### src/rtl/cv32e40p_fetch_queue.sv
// Instruction prefetch queue: issues word-aligned OBI fetches and buffers the
// responses, with address/error tags, for the IF-stage aligner.

package cv32e40p_fetch_queue_pkg;

  typedef struct packed {
    logic [31:0] rdata;
    logic [31:0] addr;
    logic        err;
  } fq_entry_t;

endpackage

module cv32e40p_fetch_queue
  import cv32e40p_fetch_queue_pkg::*;
#(
  parameter int unsigned DEPTH           = 4,
  parameter int unsigned MAX_OUTSTANDING = 2,
  parameter int unsigned PULP_OBI        = 0
) (
  input  logic                         clk,
  input  logic                         rst_n,
  input  logic                         req_i,
  input  logic                         branch_i,
  input  logic [31:0]                  branch_addr_i,
  output logic                         instr_req_o,
  output logic [31:0]                  instr_addr_o,
  input  logic                         instr_gnt_i,
  input  logic                         instr_rvalid_i,
  input  logic [31:0]                  instr_rdata_i,
  input  logic                         instr_err_i,
  output logic                         fetch_valid_o,
  input  logic                         fetch_ready_i,
  output logic [31:0]                  fetch_rdata_o,
  output logic [31:0]                  fetch_addr_o,
  output logic                         fetch_err_o,
  output logic [$clog2(DEPTH):0]       level_o,
  output logic                         busy_o
);

  localparam int unsigned PTR_W = $clog2(DEPTH);
  localparam int unsigned CNT_W = PTR_W + 1;

  typedef enum logic [1:0] {
    IDLE        = 2'd0,
    WAIT_GNT    = 2'd1,
    WAIT_GNT_BR = 2'd2
  } state_e;

  state_e            state_q, state_d;
  logic              run_q;
  logic [31:0]       next_addr_q;
  logic [31:0]       br_target_q;
  logic [CNT_W-1:0]  outstanding_q;
  logic [CNT_W-1:0]  discard_q;
  logic [CNT_W-1:0]  level_q;
  logic [PTR_W-1:0]  wptr_q, rptr_q;
  logic [PTR_W-1:0]  tag_wptr_q, tag_rptr_q;
  fq_entry_t         fifo_q [DEPTH];
  logic [31:0]       tag_q  [DEPTH];

  logic        branch, gnt, rvalid;
  logic [31:0] br_aligned;
  logic        credit, credit_br;
  logic        br_redirect, br_hold, gnt_stale;
  logic        drop, rsp_keep, empty, bypass, push, pop;
  fq_entry_t   rsp_entry, head;
  logic        unused_addr_lsb;

  // Everything is held quiet until the first clock after reset release.
  assign branch     = branch_i & run_q;
  assign rvalid     = instr_rvalid_i & run_q;
  assign gnt        = instr_gnt_i & instr_req_o;
  assign br_aligned = {branch_addr_i[31:2], 2'b00};

  assign unused_addr_lsb = ^branch_addr_i[1:0];

  // Reserve a FIFO slot for every transaction before it is issued.
  assign credit    = run_q
                   && (({1'b0, outstanding_q} + {1'b0, level_q}) < (CNT_W+1)'(DEPTH))
                   && (outstanding_q < CNT_W'(MAX_OUTSTANDING));
  assign credit_br = run_q && (outstanding_q < CNT_W'(MAX_OUTSTANDING));

  // A branch either redirects the bus now or, under strict OBI, waits for the grant.
  assign br_redirect = branch & ((state_q == IDLE) |
                                 ((PULP_OBI != 0) & (state_q == WAIT_GNT)));
  assign br_hold     = branch & ~br_redirect;
  assign gnt_stale   = gnt & ((state_q == WAIT_GNT_BR) | br_hold);

  assign drop     = rvalid & (discard_q != '0);
  assign rsp_keep = rvalid & ~drop & ~branch;
  assign empty    = (level_q == '0);
  assign bypass   = empty & rsp_keep;
  assign push     = rsp_keep & ~(bypass & fetch_ready_i);
  assign pop      = ~empty & fetch_ready_i & ~branch;

  assign rsp_entry = '{rdata: instr_rdata_i, addr: tag_q[tag_rptr_q], err: instr_err_i};
  assign head      = fifo_q[rptr_q];

  assign fetch_valid_o = ~empty | bypass;
  assign fetch_rdata_o = ~empty ? head.rdata : (bypass ? rsp_entry.rdata : 32'd0);
  assign fetch_addr_o  = ~empty ? head.addr  : (bypass ? rsp_entry.addr  : 32'd0);
  assign fetch_err_o   = ~empty ? head.err   : (bypass & rsp_entry.err);
  assign level_o       = level_q;
  assign busy_o        = (outstanding_q != '0) | (discard_q != '0) |
                         (state_q == WAIT_GNT_BR);

  // FSM state register
  always_ff @(posedge clk or negedge rst_n) begin
    if (!rst_n) begin
      state_q <= IDLE;
    end else begin
      state_q <= state_d;
    end
  end

  // FSM next state
  always_comb begin
    state_d = state_q;
    case (state_q)
      IDLE: begin
        if (instr_req_o && !gnt) state_d = WAIT_GNT;
      end
      WAIT_GNT: begin
        if (gnt)               state_d = IDLE;
        else if (br_hold)      state_d = WAIT_GNT_BR;
        else if (!instr_req_o) state_d = IDLE;
      end
      WAIT_GNT_BR: begin
        if (gnt) state_d = IDLE;
      end
      default: state_d = IDLE;
    endcase
  end

  // FSM outputs: bus request and address
  always_comb begin
    instr_req_o  = 1'b0;
    instr_addr_o = next_addr_q;
    case (state_q)
      IDLE: begin
        if (branch) begin
          instr_req_o  = req_i & credit_br;
          instr_addr_o = br_aligned;
        end else begin
          instr_req_o  = req_i & credit;
        end
      end
      WAIT_GNT: begin
        if (br_redirect) begin
          instr_req_o  = req_i & credit_br;
          instr_addr_o = br_aligned;
        end else begin
          instr_req_o  = 1'b1;
        end
      end
      WAIT_GNT_BR: begin
        instr_req_o = 1'b1;
      end
      default: begin
        instr_req_o = 1'b0;
      end
    endcase
  end

  // Fetch address, branch latch and transaction counters
  always_ff @(posedge clk or negedge rst_n) begin
    if (!rst_n) begin
      run_q         <= 1'b0;
      next_addr_q   <= '0;
      br_target_q   <= '0;
      outstanding_q <= '0;
      discard_q     <= '0;
    end else begin
      run_q <= 1'b1;
      if (gnt) begin
        if (br_hold)                     next_addr_q <= br_aligned;
        else if (state_q == WAIT_GNT_BR) next_addr_q <= br_target_q;
        else                             next_addr_q <= instr_addr_o + 32'd4;
      end else if (br_redirect) begin
        next_addr_q <= br_aligned;
      end
      if (br_hold && !gnt) br_target_q <= br_aligned;
      outstanding_q <= outstanding_q + CNT_W'(gnt) - CNT_W'(rvalid);
      // Every response still in flight at a branch belongs to the old stream.
      if (branch) discard_q <= outstanding_q - CNT_W'(rvalid) + CNT_W'(gnt_stale);
      else        discard_q <= discard_q - CNT_W'(drop) + CNT_W'(gnt_stale);
    end
  end

  // Address tags recorded at grant, consumed in order by responses
  always_ff @(posedge clk or negedge rst_n) begin
    if (!rst_n) begin
      tag_wptr_q <= '0;
      tag_rptr_q <= '0;
      for (int unsigned i = 0; i < DEPTH; i++) tag_q[i] <= '0;
    end else begin
      if (gnt) begin
        tag_q[tag_wptr_q] <= instr_addr_o;
        tag_wptr_q        <= tag_wptr_q + PTR_W'(1);
      end
      if (rvalid) tag_rptr_q <= tag_rptr_q + PTR_W'(1);
    end
  end

  // Response FIFO
  always_ff @(posedge clk or negedge rst_n) begin
    if (!rst_n) begin
      wptr_q  <= '0;
      rptr_q  <= '0;
      level_q <= '0;
      for (int unsigned i = 0; i < DEPTH; i++) fifo_q[i] <= '0;
    end else if (branch) begin
      wptr_q  <= '0;
      rptr_q  <= '0;
      level_q <= '0;
    end else begin
      if (push) begin
        fifo_q[wptr_q] <= rsp_entry;
        wptr_q         <= wptr_q + PTR_W'(1);
      end
      if (pop) rptr_q <= rptr_q + PTR_W'(1);
      level_q <= level_q + CNT_W'(push) - CNT_W'(pop);
    end
  end

endmodule

### config.mk
export PLATFORM = sky130hd
export DESIGN_NAME = cv32e40p_fetch_queue
export DESIGN_NICKNAME = d
export VERILOG_FILES = /design/src/rtl/cv32e40p_fetch_queue.sv
export SDC_FILE = /design/constraint.sdc
export NUM_CORES = 1
export LEC_CHECK = 0
export ABC_AREA = 1
export BUFFER_PORTS_ARGS = -buffer_cell sky130_fd_sc_hd__buf_2
export CORE_ASPECT_RATIO = 1.4
export CORE_MARGIN = 2
export CORE_UTILIZATION = 55
export DETAILED_ROUTE_END_ITERATION = 8
export HOLD_SLACK_MARGIN = 0.12
export PLACE_DENSITY_LB_ADDON = 0.08
export SYNTH_ARGS = -nofsm -noshare
export SYNTH_HDL_FRONTEND = slang
export SYNTH_SLANG_ARGS = --single-unit
### constraint.sdc
create_clock -name clk -period 3.81 [get_ports clk]
set_input_delay 0.381 -clock clk [delete_from_list [all_inputs] [get_ports clk]]
set_output_delay 0.381 -clock clk [all_outputs]
set_load 0.02 [all_outputs]
==> out/results.ini <==
[clock_network]
cts_buffers=48
post_cts_resized=0
cts_tree=done
cts_max_level=2
clk_latency_ns=0.58
clk_path_buf_depth=3
clkTransAtPathRegs_ns=0.06
root_buffer=clkbuf_16
clock-sinks=470

[critical_path]
cp-start-kind=register
critPathTopFamily=simple AND/OR/NAND/NOR gates
rr_worst_depth=17
crit_fanout=23
regToRegStartpoint=state_q[1]
cpMostUsedCell=inv_1
required_ns=3.43
critPathSlowestCell=nand3_2
path_cells=inv_1, ha_1, nand3_2, buf_4, nand2_1, inv_1, buf_2
crit_type=register to output port
arrival_ns=2.98
path_buf_inv=4
r2r_slack_ns=0.71
endpoint_kind=output port
rr_endpoint=discard_q[2]
cp_slowest_stage_delay_ns=0.56

[synth]
yosys_warnings=0
synth_seq_cells=470
synth_edf_count=0
synth_ff_type=dfrtp_1
netlist_area_mm2=0.0232
ys_seq_area_share_pct=50.7
synth_nets=3006
synth_top_cell_by_area=dfrtp_1
syn_area_per_cell_um2=7.98
yosysTopAreaCellShare_pct=50.7
ys_async_sr_fraction_pct=100
synthCells=2906
synth.area.top_cells=dfrtp_1 51%, nand2_1 14%, o21ai_0 8.2%
synthDistinctLibCells=41

[die]
start_util_pct=55.4
core.rowCount=89
die-area_mm2=0.0439
core-area_mm2=0.0419
die_x_um=178
die_h_um=247
io-pin-count=175

[sta]
fin_skew_ns=0.0151
rsz0062_at_grt=false
layout_setup_ws_ns=0.448
fmax_mhz=297
hold_violations=0
fin_crit_sh_pct=88.2
max_slew_margin_pct=28.6
worstMarginPinSlew_ns=1.07
setup-violations-final=0
setup_tns_ns=0
period_needed_ns=3.36
slew_viol_final=0

[drt]
vias=20400
remaining_drc_errors=0
totalWireLength_mm=63.9
wl_per_cell_um=17.8
drtPass1Iterations=6
ant_nets=0
drtIter0Drc=1785
drt-vias-per-instance=5.69

[placed_design]
numPortBuffers=172
dp_slack_ns=0.697
gp_congestion=0.927
post-dp-hpwl_mm=39.7

[hold_path]
min-delay-path-class=primary input to register
whs_endpoint=fifo_q[41]
hold_path_depth=3
hold_start=instr_rdata_i[8]

[final_layout]
syn2layout_area_growth_pct=12.5
seqCellArea_mm2=0.0118
multi_input_area_mm2=0.00974
fill_cells=3693
final_util_pct=62.3
layout-drive-gt1-share_pct=11.6
antenna-diode-count=0
fin_nets=3104

[pwr]
p_leak_nw=13.0
total_power_mw=22.3
power.density_mw_per_mm2=855
ir_drop_v=0.000469

[global_routing]
grt_pass1_wl_mm=103
gr-total-overflow=0
grt_pass1_vias=20000
antenna_found_initial=0
grt_max_degree=106
grtUsageTotal_pct=29.3

[job]
max_cap_viol_count=0

[outcome]
outcome=completed

-- cells in the final DEF (no fill, tap or decap), types with 7 or more instances in the layout --
master         count
o21ai_0          379
a21boi_1           9
buf_4             31
nor2_1           163
a221o_1           33
nand3_1          127
nand2_4            7
nor2_4             9
nand4_1           23
inv_2              8
clkbuf_8          12
inv_1            177
nand2_2           21
o21ai_1          139
a21oi_1          168
nand2_1          873
a22oi_1           10
clkinv_2           7
dfrtp_1          467
clkbuf_1           7
ha_1              24
o22ai_1           34
clkbuf_16         49
buf_12            10
dlygate4sd3_1     29
buf_2            171
-- state kept, by name (all words and copies together) (netlist names) --
| name | cells |
|---|---|
| level_o | 3 |
| discard_q | 3 |
| run_q | 1 |
| rptr_q | 2 |
| br_target_q | 30 |
| wptr_q | 2 |
| tag_q | 128 |
| next_addr_q | 32 |
| tag_rptr_q | 2 |
| outstanding_q | 3 |
| tag_wptr_q | 2 |
| fifo_q | 260 |
| state_q | 2 |
-- power breakdown --
group | internal, mW | switching (mW)
clock | 2.79 | 1.98
sequential | 6.69 | 0.957
combinational | 3.11 | 6.78
-- synthesized netlist by cell type, types with 2 or more instances --
| library cell | number |
|---|---|
| a21boi_1 | 9 |
| a21boi_2 | 3 |
| a21oi_1 | 168 |
| a221o_1 | 33 |
| a22oi_1 | 10 |
| buf_1 | 18 |
| buf_2 | 47 |
| buf_4 | 3 |
| buf_6 | 27 |
| clkbuf_1 | 98 |
| dfrtp_1 | 470 |
| fa_1 | 4 |
| ha_1 | 24 |
| inv_1 | 179 |
| inv_2 | 7 |
| nand2_1 | 873 |
| nand2_2 | 23 |
| nand2_4 | 5 |
| nand3_1 | 127 |
| nand3_2 | 2 |
| nand4_1 | 23 |
| nor2_1 | 165 |
| nor2_2 | 5 |
| nor2_4 | 7 |
| nor3_1 | 2 |
| o211ai_1 | 2 |
| o21ai_0 | 379 |
| o21ai_1 | 139 |
| o21ai_2 | 2 |
| o22ai_1 | 34 |
| xnor2_1 | 4 |
| xor2_1 | 5 |
-- timing repair --
item / CTS / global route
hold buffers: 29 / 0
buffers inserted: 0 / 0
endpoints found under the hold margin: 123 / 0
-- worst max-delay path by stage --
stage,startpoint,to,slack (ns),cells past startpoint
final,state_q[1],instr_addr_o[1],0.45,7
after global routing,state_q[0],instr_addr_o[1],0.27,7
after CTS,state_q[1],instr_addr_o[1],0.36,7
after detailed placement,state_q[1],discard_q[2],0.70,17
after global placement,level_o[2],discard_q[2],0.83,17
after floorplan,level_o[2],discard_q[2],0.79,18
-- final cells by class --
cell class                      count  area share (%)
Clock buffer                       68            5.43
Clock inverter                     16           0.681
Inverter                          187            2.71
Multi-Input combinational cell   2055            37.3
Sequential cell                   470            45.1
Tap cell                          546            2.62
Timing Repair Buffer              242            6.11
-- logic make-up (layout without fill, tap and decap cells) --
family | after synthesis | after routing | share of synthesized area (%)
XOR/XNOR | 9 | 9 | 0.340
AND/OR/NAND/NOR | 1235 | 1235 | 21.7
buffers and inverters | 381 | 513 | 7.41
flip-flops | 470 | 470 | 50.7
AO/OA/AOI/OAI | 782 | 782 | 18.2
adder cells (fa/ha/maj) | 28 | 28 | 1.64
other | 1 | 1 | 0.0162
-- metal layers --
metal | share of wire, % | GRT usage (%) | wire length (um)
met2 | 49 | 51.6 | 31500
met3 | 5.9 | 3.87 | 3740
met1 | 41 | 36.2 | 26200
met4 | 3.9 | 12.2 | 2460
met5 | 0 | 0 | 0
-- tightest hold or removal path: cells and delay by family --
family | cells | cell delay [ns]
buffers and inverters | 2 | 0.14
AO/OA/AOI/OAI | 1 | 0.15
-- stage by stage --
stage          area [um2]  hold slack, ns  cells
2_1_floorplan       23200          0.0854   2906
3_5_place_dp        24200           0.459   3471
4_1_cts             26100           0.121   3584
5_1_grt             26100           0.147   3584
3_3_place_gp        24200           0.455   3471
6_report            26100           0.137   3584
No activity file was read; power rests on OpenSTA's default activity.
